===== src/rtl/flash_sample_reader.sv =====
// Fetches 32-bit words from flash over Avalon-MM and plays each out as two 16-bit samples,
// one per sample tick, pulsing changing_address once the second half has been emitted.
module flash_sample_reader #(
  parameter int unsigned ADDR_W = 23,
  parameter int unsigned DATA_W = 32
) (
  input  logic                clk,
  input  logic                reset_n,
  input  logic                sample_tick,
  input  logic                address_direction,
  input  logic [ADDR_W-1:0]   reading_address,
  output logic                flash_mem_read,
  input  logic                flash_mem_waitrequest,
  output logic [ADDR_W-1:0]   flash_mem_address,
  output logic [3:0]          flash_mem_byteenable,
  input  logic                flash_mem_readdatavalid,
  input  logic [DATA_W-1:0]   flash_mem_readdata,
  output logic                changing_address,
  output logic [DATA_W/2-1:0] audio_sample,
  output logic                sample_valid,
  output logic                tick_overrun
);

  localparam int unsigned HalfW = DATA_W / 2;

  typedef enum logic [1:0] {
    StIdle,
    StReq,
    StWaitData,
    StHalf
  } state_e;

  state_e           r_state;
  logic [HalfW-1:0] r_pending;
  logic [HalfW-1:0] w_lo;
  logic [HalfW-1:0] w_hi;

  assign w_lo                 = flash_mem_readdata[HalfW-1:0];
  assign w_hi                 = flash_mem_readdata[DATA_W-1:HalfW];
  assign flash_mem_byteenable = 4'hF;

  always_ff @(posedge clk or negedge reset_n) begin
    if (!reset_n) begin
      r_state           <= StIdle;
      r_pending         <= '0;
      flash_mem_read    <= 1'b0;
      flash_mem_address <= '0;
      changing_address  <= 1'b0;
      audio_sample      <= '0;
      sample_valid      <= 1'b0;
      tick_overrun      <= 1'b0;
    end else begin
      sample_valid     <= 1'b0;
      changing_address <= 1'b0;
      unique case (r_state)
        StIdle: begin
          if (sample_tick) begin
            flash_mem_address <= reading_address;
            flash_mem_read    <= 1'b1;
            r_state           <= StReq;
          end
        end
        StReq: begin
          if (sample_tick) tick_overrun <= 1'b1;
          if (!flash_mem_waitrequest) begin
            flash_mem_read <= 1'b0;
            r_state        <= StWaitData;
          end
        end
        StWaitData: begin
          // A tick coincident with the data is still dropped; the data itself is kept.
          if (sample_tick) tick_overrun <= 1'b1;
          if (flash_mem_readdatavalid) begin
            // Direction is fixed here: only the half still owed is stored.
            audio_sample <= address_direction ? w_lo : w_hi;
            r_pending    <= address_direction ? w_hi : w_lo;
            sample_valid <= 1'b1;
            r_state      <= StHalf;
          end
        end
        StHalf: begin
          if (sample_tick) begin
            audio_sample     <= r_pending;
            sample_valid     <= 1'b1;
            changing_address <= 1'b1;
            r_state          <= StIdle;
          end
        end
        default: r_state <= StIdle;
      endcase
    end
  end

endmodule

===== config.mk =====
export PLATFORM = sky130hd
export DESIGN_NAME = flash_sample_reader
export DESIGN_NICKNAME = d
export VERILOG_FILES = /design/src/rtl/flash_sample_reader.sv
export SDC_FILE = /design/constraint.sdc
export NUM_CORES = 1
export LEC_CHECK = 0
export CORE_ASPECT_RATIO = 1.5
export CORE_UTILIZATION = 41
export DETAILED_ROUTE_END_ITERATION = 10
export HOLD_SLACK_MARGIN = 0.08
export PLACE_DENSITY = 0.77
export RECOVER_POWER = 25
export SETUP_SLACK_MARGIN = 0.1
export SYNTH_ARGS = -nofsm -noshare
export SYNTH_HDL_FRONTEND = slang
export SYNTH_SLANG_ARGS = --single-unit

===== constraint.sdc =====
create_clock -name clk -period 1.79 [get_ports clk]
set_clock_uncertainty 0.05 [all_clocks]
set_input_delay 0.179 -clock clk [delete_from_list [all_inputs] [get_ports clk]]
set_output_delay 0.179 -clock clk [all_outputs]
set_load 0.005 [all_outputs]

==> impl_metrics.json <==
{
  "hold_viol": 0,
  "ir_drop_mv": 0.692,
  "critPathArrivalTime_ps": 1760,
  "cts-root-buf": "clkbuf_8",
  "gr-total-overflow": 0,
  "drtIter0Drc": 108,
  "synth_xor_area_share_pct": 0,
  "pwr-share-seq_pct": 36.3,
  "avgSynthCellArea_sq_um": 12.1,
  "postRouteWirelength_mm": 6.86,
  "track_usage_pct": 18.8,
  "vias": 2298,
  "slew_headroom_pct": 43.8,
  "grt_antenna_before_repair": 0,
  "die_h_um": 107,
  "cts_tree": "built",
  "finalSetupTns_ps": 0,
  "die_area_sq_mm": 0.00772,
  "cap_viol_max_count": 0,
  "synth_compound_area_share_pct": 9.94,
  "clkSinkCount": 61,
  "p_per_area_mw_per_mm2": 1530,
  "critPathTopFamily": "flip-flops",
  "clk_pin_slew_ps": 70,
  "leakage_nw": 1.82,
  "crit_chain": "inv_1, ha_1, nand2b_1, nand4b_1, mux2_2",
  "p_sw_share_pct": 32.4,
  "synth_top_family_by_area": "multiplexers",
  "fin_total_pwr_w": 0.00666,
  "cp_data_required_time_ps": 1960,
  "crit_buf_inv": 1,
  "portBuffers": 103,
  "fin_nets": 426,
  "fill_cells": 603,
  "postPlaceCellArea_sq_mm": 0.00417,
  "synthFlopType": "dfrtp_1",
  "p_clk_share_pct": 16.4,
  "async_flop_share_pct": 100,
  "p_switching_w": 0.00216,
  "fmax_ghz": 0.626,
  "final_util_pct": 60.5,
  "cp-start-kind": "flop",
  "min_period_ps": 1600,
  "gp_congestion": 0.792,
  "stdcell_count": 462,
  "synth_seq_cells": 61,
  "slowest_delay_ps": 440,
  "yosys_warnings": 0,
  "yosysUniqueCellTypes": 27,
  "critPathKind": "flop to flop",
  "hpwl_mm": 4.74,
  "die_x_um": 72.1,
  "pin_count": 108,
  "final_cell_mix": "clkdlybuf4s50_1, dfrtp_1, mux2_2",
  "layout_commonest_cell": "clkdlybuf4s50_1",
  "initial_core_util_pct": 42.1,
  "cts.path.max_buffers": 2,
  "slew_violations": 0,
  "tightest_slew_ps": 843,
  "dpl.cell_count": 445,
  "finalSetupViolations": 0,
  "timing.final.crit_share_pct": 89.3,
  "rows": 38,
  "drive_above_1_share_pct": 21.5,
  "ys_seq_area_share_pct": 50.5,
  "synthAdderAreaFrac_pct": 3.31,
  "grt_max_degree": 62,
  "clk-insertion-delay-late_ps": 330,
  "cts_buffers": 9,
  "antenna_left": 0,
  "drcViolationCount": 0,
  "fin_area_sq_mm": 0.00434,
  "avgViaCountPerCell": 4.97,
  "syn_area_sq_mm": 0.00302,
  "grt_pass1_vias": 2399,
  "path_max_fanout": 6,
  "synth-simple-area-share_pct": 5.14,
  "first_pass_iters": 4,
  "rsz0062_at_grt": "false",
  "core_area_sq_mm": 0.00718,
  "antenna_cells": 0,
  "grt_pass1_wl_mm": 10.9,
  "power.internal_w": 0.00450,
  "wl_per_cell_um": 14.8,
  "syn2layout_area_growth_pct": 43.7,
  "synth_mux_area_share_pct": 26.3,
  "comb_power_share_pct": 47.3,
  "outcome": "finished clean",
  "critPathSlowestCell": "dfrtp_2",
  "synth_edf_count": 0,
  "hold_class": "input pin to flop",
  "cp-end-kind": "flop",
  "synthCells": 250,
  "h-tree-depth": 3
}
[power groups by stage]
| stage | Sequential (W) | Combinational, W | Clock [W] |
|---|---|---|---|
| CTS | 0.00242 | 0.00320 | 0.00114 |
| global route | 0.00250 | 0.00344 | 0.00119 |
| global placement | 0.00239 | 0.00311 | 0 |
| floorplan | 0.00243 | 0.00167 | 0 |
| finish | 0.00242 | 0.00315 | 0.00109 |
| detailed placement | 0.00244 | 0.00318 | 0 |
[routing by layer]
| metal | vias to the layer above | GRT usage (%) | routed length (um) |
|---|---|---|---|
| li1 | 1084 | - | - |
| met1 | 1120 | 20.9 | 2840 |
| met2 | 84 | 31.8 | 3510 |
| met3 | 10 | 5.36 | 379 |
| met4 | 0 | 10.4 | 124 |
| met5 | - | 0 | 0 |
[stage by stage]
step / setup WS, ps / hold slack, ps
2_1_floorplan: 108 / -167
3_3_place_gp: 103 / 164
3_5_place_dp: 84.4 / 166
4_1_cts: 119 / 344
5_1_grt: 116 / 387
6_report: 192 / 402
[repair_timing]
| item | CTS | global route |
|---|---|---|
| hold buffers | 1 | 0 |
| buffers inserted | 0 | 0 |
| endpoints found under the hold margin | 61 | 0 |
| resized for setup | 0 | 3 |
| endpoints found under the setup margin | 0 | 55 |
[area by class of cell]
| cell class | instances | area, sq um | area share, % |
|---|---|---|---|
| inverters | 2 | 7.51 | 0.173 |
| multi-input cells | 170 | 1370 | 31.5 |
| clock buffers | 15 | 166 | 3.83 |
| repair buffers | 113 | 1140 | 26.3 |
| flip-flops and latches | 61 | 1530 | 35.2 |
| well taps | 100 | 125 | 2.88 |
| clock inverters | 1 | 5.00 | 0.115 |
[state kept, by name (all words and copies together), names as in the netlist]
register           cells
sample_valid           1
tick_overrun           1
r_state                2
flash_mem_address     23
flash_mem_read         1
changing_address       1
r_pending             16
audio_sample          16
[cell families (layout without fill, tap and decap cells)]
| group | after synthesis | in the layout |
|---|---|---|
| flip-flops | 61 | 61 |
| AO/OA/AOI/OAI | 52 | 52 |
| other | 1 | 4 |
| AND/OR/NAND/NOR | 32 | 32 |
| multiplexers | 74 | 74 |
| buffers and inverters | 22 | 131 |
| adder cells (fa/ha/maj) | 8 | 8 |
[worst register-to-register path: cells and delay by family (launching register included)]
| family | cells | cell delay, ps |
|---|---|---|
| AND/OR/NAND/NOR | 2 | 270 |
| adder cells (fa/ha/maj) | 1 | 240 |
| buffers and inverters | 1 | 130 |
| flip-flops | 1 | 440 |
| multiplexers | 1 | 350 |
[path summary, 6_finish.rpt]
kind	from	to	slack, ps	cells past startpoint
min reg2reg	tick_overrun$_DFFE_PN0P_	tick_overrun$_DFFE_PN0P_	420	1
max reg2reg	r_state[1]$_DFFE_PN0P_	r_state[1]$_DFFE_PN0P_	190	5
max	r_state[1]$_DFFE_PN0P_	r_state[1]$_DFFE_PN0P_	190	5
min	reading_address[5]	flash_mem_address[5]$_DFFE_PN0P_	400	2
max in group asynchronous	reset_n	r_state[0]$_DFFE_PN0P_	540	3
min in group asynchronous	reset_n	r_pending[11]$_DFFE_PN0P_	540	3
[synthesized netlist by cell type, types with 2 or more instances]
| cell | instances | area [sq um] |
|---|---|---|
| buf_2 | 6 | 30.0 |
| nand2b_1 | 3 | 18.8 |
| nand2_1 | 3 | 11.3 |
| a21oi_1 | 18 | 90.1 |
| nor2_1 | 17 | 63.8 |
| o21ai_0 | 23 | 115 |
| clkbuf_1 | 5 | 18.8 |
| o21ai_2 | 10 | 87.6 |
| ha_1 | 8 | 100 |
| buf_4 | 7 | 52.6 |
| inv_1 | 2 | 7.51 |
| mux2i_1 | 33 | 330 |
| dfrtp_1 | 61 | 1530 |
| and2_1 | 2 | 12.5 |
| mux2_2 | 40 | 450 |
(Power assumes the default switching activity.)
